$ cat config.mk
export PLATFORM = sky130hd
export DESIGN_NAME = otp_cipher_engine
export DESIGN_NICKNAME = d
export VERILOG_FILES = /design/src/rtl/otp_pkg.sv /design/src/rtl/otp_lfsr.sv /design/src/rtl/otp_cipher_engine.sv
export SDC_FILE = /design/constraint.sdc
export NUM_CORES = 1
export LEC_CHECK = 0
export CAP_MARGIN = 20
export CORE_MARGIN = 3
export CORE_UTILIZATION = 45
export DETAILED_ROUTE_END_ITERATION = 16
export GPL_TIMING_DRIVEN = 0
export MAX_ROUTING_LAYER = met4
export PLACE_DENSITY = 0.6
export RECOVER_POWER = 50
export SLEW_MARGIN = 10
export SYNTH_ARGS = -nofsm -noshare
export SYNTH_HDL_FRONTEND = slang
export SYNTH_SLANG_ARGS = --single-unit
$ cat constraint.sdc
create_clock -name clk -period 2.9 [get_ports clk]
set_input_delay 0.58 -clock clk [delete_from_list [all_inputs] [get_ports clk]]
set_output_delay 0.58 -clock clk [all_outputs]
set_load 0.05 [all_outputs]
$ cat src/rtl/otp_pkg.sv
// Shared definitions for the one-time-pad cipher engine: the FSM state enum,
// the request mode encoding and the default Galois tap masks for each
// generator width.
package otp_pkg;

  typedef enum logic {
    ZERO = 1'b0,
    RUN  = 1'b1
  } otp_state_e;

  localparam logic MODE_ENC = 1'b0;
  localparam logic MODE_DEC = 1'b1;

  // Right-shifting Galois masks for maximal-length polynomials. Widths not
  // listed fall back to x^w + 1 so that feedback is never all-zero.
  function automatic logic [63:0] default_taps(input int unsigned width);
    logic [63:0] taps;
    case (width)
      8:       taps = 64'h0000_0000_0000_00B8;
      16:      taps = 64'h0000_0000_0000_B400;
      24:      taps = 64'h0000_0000_00E1_0000;
      32:      taps = 64'h0000_0000_8020_0003;
      64:      taps = 64'hD800_0000_0000_0000;
      default: taps = (64'd1 << (width - 1)) | 64'd1;
    endcase
    return taps;
  endfunction

endpackage

$ cat src/rtl/otp_lfsr.sv
// Galois LFSR pad generator. Advances one step per cycle when step is high.
// Ports:
//   clk, rst_n   clock and synchronous active-low reset (loads SEED)
//   step         advance the generator by one state
//   pad          low OUT_W bits of the current state
module otp_lfsr
  import otp_pkg::*;
#(
  parameter int unsigned            WIDTH = 16,
  parameter int unsigned            OUT_W = 8,
  parameter logic [WIDTH-1:0]       SEED  = WIDTH'(16'hACE1),
  parameter logic [WIDTH-1:0]       TAPS  = WIDTH'(default_taps(WIDTH))
) (
  input  logic             clk,
  input  logic             rst_n,
  input  logic             step,
  output logic [OUT_W-1:0] pad
);

  logic [WIDTH-1:0] state_q;

  // Shift right; the bit falling out of the LSB folds back through the taps.
  always_ff @(posedge clk) begin
    if (!rst_n) begin
      state_q <= SEED;
    end else if (step) begin
      state_q <= (state_q >> 1) ^ ({WIDTH{state_q[0]}} & TAPS);
    end
  end

  assign pad = state_q[OUT_W-1:0];

endmodule

$ cat src/rtl/otp_cipher_engine.sv
// One-time-pad cipher engine. Encrypts draw a fresh pad from the LFSR, store it
// in a small pad slot array and return the slot index; decrypts XOR with a
// stored pad selected by index. After reset the pad store is zeroed one slot
// per cycle before requests are accepted.
// Optional feature: define OTP_ONE_SHOT_EN to invalidate a pad after its first
// successful decrypt.
// Ports:
//   clk, rst_n                     clock, synchronous active-low reset
//   ena                            block enable; low freezes all state
//   in_valid/in_ready              request handshake
//   in_data, in_mode, in_idx       request payload (mode 0 enc, 1 dec)
//   out_valid/out_ready            response handshake
//   out_data, out_idx, out_err     response payload
//   pad_count                      number of valid pad slots
module otp_cipher_engine
  import otp_pkg::*;
#(
  parameter int unsigned       DATA_W    = 8,
  parameter int unsigned       PAD_DEPTH = 8,
  parameter int unsigned       LFSR_W    = 16,
  parameter logic [LFSR_W-1:0] LFSR_SEED = LFSR_W'(16'hACE1),
  localparam int unsigned      IDX_W     = $clog2(PAD_DEPTH)
) (
  input  logic              clk,
  input  logic              rst_n,
  input  logic              ena,
  input  logic              in_valid,
  output logic              in_ready,
  input  logic [DATA_W-1:0] in_data,
  input  logic              in_mode,
  input  logic [IDX_W-1:0]  in_idx,
  output logic              out_valid,
  input  logic              out_ready,
  output logic [DATA_W-1:0] out_data,
  output logic [IDX_W-1:0]  out_idx,
  output logic              out_err,
  output logic [IDX_W:0]    pad_count
);

  localparam int unsigned CNT_W = IDX_W + 1;

  otp_state_e        state_q, state_d;
  logic [IDX_W-1:0]  clr_ptr_q;
  logic [IDX_W-1:0]  wr_ptr_q;
  logic [PAD_DEPTH-1:0] valid_q;
  logic [DATA_W-1:0] mem_q [PAD_DEPTH];
  logic [DATA_W-1:0] pad;
  logic              accept, enc, dec, dec_hit, zeroing;

  assign in_ready = ena && (state_q == RUN) && (!out_valid || out_ready);
  assign accept   = in_valid && in_ready;
  assign enc      = accept && (in_mode == MODE_ENC);
  assign dec      = accept && (in_mode == MODE_DEC);
  assign dec_hit  = dec && valid_q[in_idx];
  assign zeroing  = ena && (state_q == ZERO);

  otp_lfsr #(
    .WIDTH (LFSR_W),
    .OUT_W (DATA_W),
    .SEED  (LFSR_SEED)
  ) u_lfsr (
    .clk   (clk),
    .rst_n (rst_n),
    .step  (enc),
    .pad   (pad)
  );

  // State register
  always_ff @(posedge clk) begin
    if (!rst_n) state_q <= ZERO;
    else        state_q <= state_d;
  end

  // Next state: leave ZERO once the last slot has been cleared
  always_comb begin
    state_d = state_q;
    case (state_q)
      ZERO:    if (ena && (clr_ptr_q == IDX_W'(PAD_DEPTH - 1))) state_d = RUN;
      RUN:     state_d = RUN;
      default: state_d = ZERO;
    endcase
  end

  // Pad storage; no reset, it is scrubbed during ZERO instead
  always_ff @(posedge clk) begin
    if (zeroing) begin
      mem_q[clr_ptr_q] <= '0;
    end else if (enc) begin
      mem_q[wr_ptr_q] <= pad;
    end
  end

  // Control, slot bookkeeping and response registers
  always_ff @(posedge clk) begin
    if (!rst_n) begin
      clr_ptr_q <= '0;
      wr_ptr_q  <= '0;
      valid_q   <= '0;
      out_valid <= 1'b0;
      out_data  <= '0;
      out_idx   <= '0;
      out_err   <= 1'b0;
      pad_count <= '0;
    end else begin
      if (zeroing) begin
        clr_ptr_q          <= clr_ptr_q + IDX_W'(1);
        valid_q[clr_ptr_q] <= 1'b0;
      end

      if (accept)                out_valid <= 1'b1;
      else if (ena && out_ready) out_valid <= 1'b0;

      if (enc) begin
        out_data          <= in_data ^ pad;
        out_idx           <= wr_ptr_q;
        out_err           <= 1'b0;
        valid_q[wr_ptr_q] <= 1'b1;
        // Overwriting a live slot leaves the count unchanged (saturation)
        if (!valid_q[wr_ptr_q]) pad_count <= pad_count + CNT_W'(1);
        wr_ptr_q          <= wr_ptr_q + IDX_W'(1);
      end else if (dec) begin
        out_idx <= in_idx;
        if (dec_hit) begin
          out_data <= mem_q[in_idx] ^ in_data;
          out_err  <= 1'b0;
`ifdef OTP_ONE_SHOT_EN
          valid_q[in_idx] <= 1'b0;
          pad_count       <= pad_count - CNT_W'(1);
`endif
        end else begin
          out_data <= '0;
          out_err  <= 1'b1;
        end
      end
    end
  end

endmodule

; ---- After elaboration in Yosys (flattened, before gate mapping)
; Memories as Yosys holds them, arrays and structs flattened.
; Index checks and enable logic that the tools add are counted.
[op_classes]
n_addsub = 3
n_lt_le_gt_ge = 5
n_eq_ne = 1
mux = 29
n_bitwise = 10
reduce_logical = 18
[ops]
columns = cell, count
row1 = two-way mux 8 bit, 7
row2 = bitwise XOR 15 x 16 -> 16 bit, 1
row3 = bitwise XOR 8 bit, 2
row4 = two-way mux 1 bit, 14
row5 = < comparator 3 x 4 -> 1 bit (second input constant), 3
row6 = logical AND 1 bit, 11
row7 = two-way mux 3 bit, 3
row8 = bitwise AND 8 bit, 1
row9 = inverter 8 bit, 1
row10 = OR 8 bit, 1
row11 = OR reduction 8 bit, 1
row12 = adder 3 x 1 -> 3 bit (second input constant), 2
row13 = binary-select mux 1 bit (select 3 bit), 2
row14 = demux 1 bit (select 3 bit), 2
row15 = >= comparator 3 x 1 -> 1 bit (second input constant), 2
row16 = adder 4 x 1 -> 4 bit (second input constant), 1
row17 = inverter 1 bit, 4
row18 = nonzero test 2 bit, 2
row19 = equality test 3 bit (second input constant), 1
row20 = one-hot mux 1 bit (2 select lines), 1
row21 = AND reduction 2 bit, 1
row22 = OR reduction 2 bit, 1
row23 = logical NOT 1 bit, 1
row24 = logical OR 1 bit, 1
[totals]
register_bits = 48
ram_bits = 64
in_bits = 17
output_inout_bits = 18
wordCells = 77
n_memories = 1
[mem_list]
columns = memory, depth, word_bits, read_ports, rd_clocked_by_memory_dff, write_ports, line_no
row1 = mem_q, 8, 8, 1, 0, 1, otp_cipher_engine.sv:46  ; logic [DATA_W-1:0] mem_q [PAD_DEPTH];

; ---- Logic depth before layout (Yosys ltp)
[logic_depth]
word_depth = 10
ltp_mapped = 7

; ---- Cells and area by module
; From an unflattened synthesis, not the netlist that was laid out.
[hier_totals]
hier_cells = 398
area_unflattened_um2 = 5106.1
[by_module_without_submodules]
columns = module, instances, cells_each, area_per_inst_um2, seq_area_each_um2
row1 = otp_cipher_engine, 1, 334, 4414.2, 2562.5
row2 = otp_lfsr, 1, 64, 691.9, 320.3

; ---- Worst setup path after synthesis
; No wires, ideal clock.
[synth_timing]
kind = register to register
startpoint = reg out_valid
endpoint = mem mem_q[4][0] (enable)
setup_time_ns = 0.370
arrival_time_ns = 1.943
path_slack_ns = 0.587
path_stages_with_launch = 6
path_buffers = 1
period_less_slack_ns = 2.313
path_cell_list = dfxtp_1 nand2b_1 nand4_2 buf_2 mux2_2 nor2_1
[synth_between]
elab_chain_len = 10
word_cells_on_any_way = 11
cone_classes = mux (5) / reduce/logical (6)
[synth_rtl]
columns = element, line_no
row1 = from (decl), otp_cipher_engine.sv:32  ; output logic out_valid,
row2 = from (signal assigned), otp_cipher_engine.sv:99  ; out_valid <= 1'b0;
row3 = from (signal assigned), otp_cipher_engine.sv:110  ; if (accept) out_valid <= 1'b1;
row4 = from (signal assigned), otp_cipher_engine.sv:111  ; else if (ena && out_ready) out_valid <= 1'b0;
row5 = logical NOT 1 bit (*), otp_cipher_engine.sv:50  ; assign in_ready = ena && (state_q == RUN) && (!out_valid || out_ready);
row6 = logical OR 1 bit (*), otp_cipher_engine.sv:50
row7 = logical AND 1 bit (*), otp_cipher_engine.sv:50
row8 = logical AND 1 bit (*), otp_cipher_engine.sv:51  ; assign accept = in_valid && in_ready;
row9 = logical AND 1 bit (*), otp_cipher_engine.sv:52  ; assign enc = accept && (in_mode == MODE_ENC);
row10 = two-way mux 1 bit (*), otp_cipher_engine.sv:88  ; end else if (enc) begin
row11 = two-way mux 1 bit (*), otp_cipher_engine.sv:86  ; if (zeroing) begin
row12 = two-way mux 1 bit (implied by the code) (*), otp_cipher_engine.sv:89  ; mem_q[wr_ptr_q] <= pad;
row13 = OR reduction 8 bit (no source line), -
row14 = two-way mux 3 bit (no source line) / two-way mux 1 bit (equally long branches), -
row15 = to (decl), otp_cipher_engine.sv:46
; Every way passes the cells marked *; elsewhere a longest branch is shown, timed or not.

; ---- Worst setup path in the final report
[layout_timing]
startpoint = in ena
endpoint = mem mem_q[6][6] (enable)
[layout_between]
elab_chain_len = 9
word_cells_on_any_way = 13
cone_classes = mux (7) / reduce/logical (6)
[layout_rtl]
columns = element, line_no
row1 = from (decl), otp_cipher_engine.sv:26  ; input logic ena,
row2 = logical AND 1 bit (2 in series), otp_cipher_engine.sv:50
row3 = logical AND 1 bit, otp_cipher_engine.sv:51
row4 = logical AND 1 bit, otp_cipher_engine.sv:52
row5 = two-way mux 1 bit, otp_cipher_engine.sv:88
row6 = two-way mux 1 bit, otp_cipher_engine.sv:86
row7 = two-way mux 1 bit (implied by the code), otp_cipher_engine.sv:89
row8 = OR reduction 8 bit (no source line), -
row9 = two-way mux 3 bit (no source line) / two-way mux 1 bit (equally long branches), -
; Parallel ways exist; a longest one is shown, timed or not.

==> metrics.csv <==
stage;metric;value;unit
route;Iter 0 DRT Violations;219;
sta;Slew @ Worst Pin;0.849;ns
power;Pwr Density;496;mW/mm²
die;Initial Util;47.1;%
grt;GR Overflow Total;0;
die;Ports;35;
route;Post-DRT Antenna Nets;0;
placed_design;I/O Buffers;34;
power;part of the power in the clock network;33.6;%
route;drt first pass iters;4;
sta;RSZ-0062 raised after global routing;true;
synthesis;dominant cells by area after synthesis;edfxtp_1, dfxtp_1, mux4_1, mux4_2, mux2i_1;
cells_and_area;Antenna diodes;0;
synthesis;Post-Synth XOR/XNOR Area;3.56;%
critical_path;Setup crit end kind;flip-flop;
sta;final setup fails;0;
synthesis;post-synthesis simple-gate area fraction;9.73;%
synthesis;#FFs+latches synth;112;
clock_tree;CTS clk-pin slew, worst paths;0.12;ns
clock_tree;Skew-Pair Late Insertion Delay;0.38;ns
power;Sw Share;25.0;%
cells_and_area;area growth from synthesis to layout;14.8;%
grt;Total GRT Usage;18.4;%
job;Maximum Capacitance Violations;0;
synthesis;Yosys top cell by area;edfxtp_1;
hold_path;Hold WC Path Type;flip-flop to flip-flop;
critical_path;WS Path Type;primary input to flip-flop;
grt;vias in the first global route;3130;
sta;Final min period;2.87;ns
power;static leakage;1.99;nW
cells_and_area;share of cells above drive strength 1;11.4;%
clock_tree;CTS Buf Count;9;
route;vias post-DR;3146;
die;cell row count;37;
placed_design;DP Cell Count;557;
die;die area;0.0122;mm²
synthesis;FFs w/ async S/R, synth;0;%
clock_tree;CTS H-tree lvls;3;
cells_and_area;nets;453;
power;maximum VDD drop;0.000333;V
clock_tree;clk sink count;112;
grt;initial antenna violation count;0;
synthesis;mapped cell area;0.00493;mm²
grt;first-pass GRT wire length;17200;µm
synthesis;register area share after synthesis;58.5;%
grt;largest net degree at the start of global routing;23;
route;wirelength, routed;10700;µm
critical_path;CP Data Required Time;2.92;ns
die;Die H;111;µm
sta;clk_skew;0.0158;ns
clock_tree;Max Buffers Root-to-Sink;2;
synthesis;EDFF count, synth;64;
synthesis;main combinational cell family by area after synthesis;multiplexers;
power;total power draw;2.81;mW
cells_and_area;utilization after layout;54.0;%
route;vias per std cell;5.49;
clock_tree;CTS tree;done;
sta;fmax;349;MHz
route;Wirelength per Cell;18.6;µm
cells_and_area;Cell Count, Final, Fillers Out;573;
synthesis;Cells after Synth;387;
power;Pint;2.10;mW
critical_path;CP startpoint kind;primary input;
clock_tree;CTS root buf;clkbuf_8;
route;drt drc;0;
sta;crit share post-route;98.9;%
critical_path;Crit Path Max Fanout;10;
synthesis;Ys Warns;0;
synthesis;multiplexer share of the synthesized area;13.7;%
synthesis;adder-cell share of the synthesized area;1.02;%
placed_design;Detailed Place HPWL;7460;µm
synthesis;Syn Nets;408;
clock_tree;Hold Buf Count CTS;0;
sta;Final Max Slew Viols;0;
clock_tree;postcts setup bufs;0;
power;Comb pwr share;6.2;%
die;Die Width;111;µm
power;Sw Pwr;701;µW
synthesis;Synth top area share;39.0;%
critical_path;worst r2r path cells;5;
sta;slew margin rel.;43.2;%
sta;Fin Setup TNS;0;ns
synthesis;compound-gate portion of the synthesized area;10.1;%
synthesis;Syn Area/Cell;12.7;µm²
critical_path;critical path arrival;2.89;ns
power;Flop pwr share;60.2;%
sta;final hold violation count;0;
synthesis;post-synth cell types;45;
placed_design;GPL Wtd Cong;0.838;
die;core area;0.0105;mm²
synthesis;Most used DFF post-synth;edfxtp_1;
hold_path;hold path depth;2;
sta;Min Hold Slack;0.468;ns
run_status;status;complete, no violations;
[synthesized netlist by cell type, drive strengths merged, types with 2 or more instances]
cell type	number
xnor2	12
xor2	8
nand2b	8
or3	4
mux2	5
o31ai	4
ha	4
nand4	2
edfxtp	64
a211o	4
nand3	5
and2	6
nand3b	2
a21oi	22
clkbuf	13
inv	10
nor2	35
or4	2
o211ai	3
nor4	2
mux2i	20
buf	11
a31oi	2
mux4	17
dfxtp	48
nand2	29
a211oi	20
o21ai	15
nand4b	2
[power groups by stage]
stage          Sequential (mW)  Clock, mW  Combinational, mW
3_5_place_dp              1.72          0              0.175
2_1_floorplan             1.72          0              0.110
6_report                  1.69      0.943              0.175
4_1_cts                   1.69      0.962              0.176
5_1_grt                   1.69       1.02              0.190
3_3_place_gp              1.72          0              0.174
[layer usage]
layer  track usage, %  routed length (µm)  part of all wire (%)  vias up
met2             29.0                5080                    48       57
met4             3.86                 100                  0.94        0
met5                -                   0                     0        -
li1                 -                   -                     -     1540
met3             3.51                 333                   3.1        8
met1             25.2                5160                    48     1541
[layout by cell type (no fill, tap or decap), types with 3 or more instances in the layout]
master and instances:
a211o_1 4, a211oi_1 20, a21oi_1 22, and2_0 4, buf_2 6, clkbuf_1 14
clkbuf_8 9, clkdlybuf4s50_1 15, dfxtp_1 48, dlygate4sd3_1 18, edfxtp_1 64, ha_1 4
inv_1 10, mux2_2 4, mux2i_1 20, mux4_1 8, mux4_2 9, nand2_1 29
nand2b_1 8, nand3_1 5, nor2_1 29, nor2_2 6, o211ai_1 3, o21ai_0 15
o31ai_1 4, or3_1 4, xnor2_1 12, xor2_1 8
[per-stage QoR]
step | instance area, µm² | setup WS, ns
final | 5650 | 0.0323
after global routing | 5650 | -0.0928
after CTS | 5650 | 0.00662
after detailed placement | 5440 | -0.452
after global placement | 5440 | -0.429
after floorplan | 4930 | 0.587
[critical path, cell delays in order]
cell,delay (ns)
clkdlybuf4s50_1,0.52
and2_2,0.29
nand4_2,0.20
buf_2,0.30
mux2_2,0.39
nor2_1,0.60
[cell type report]
cell class	count	area, µm²
fill	929	4810
sequential	112	2880
multi-input combinational	241	1890
timing repair buffer	34	339
tap	136	170
buffer	24	130
clock buffer	9	124
clock inverter	7	81.3
inverter	10	37.5
[sequential cells by signal (all words and copies together), names as in the netlist]
signal / count
mem_q: 64
state_q: 1
wr_ptr_q: 3
out_err: 1
pad_count: 4
out_idx: 3
clr_ptr_q: 3
valid_q: 8
out_data: 8
u_lfsr.state_q: 16
out_valid: 1
[worst paths after layout]
path                       end               from  slack [ns]
min          u_lfsr.state_q[8]  u_lfsr.state_q[9]        0.47
max reg2reg        mem_q[0][4]            state_q        0.48
min reg2reg  u_lfsr.state_q[8]  u_lfsr.state_q[9]        0.47
max                mem_q[6][6]                ena        0.03
[repair_timing]
| item | CTS | global route |
|---|---|---|
| resized for setup | 3 | 4 |
| endpoints found under the setup margin | 17 | 48 |
| gates cloned | 0 | 0 |
[kinds of logic (layout without fill, tap and decap cells)]
kind of cell / after synthesis / after routing
muxes: 42 / 42
and+or+nand+nor: 100 / 100
buffers and inverters: 34 / 84
DFF: 112 / 112
xor gates and xnor gates: 20 / 20
adders and majority gates: 4 / 4
AOI/OAI and AO/OA: 75 / 75
Power figures use the tool's default switching activity.
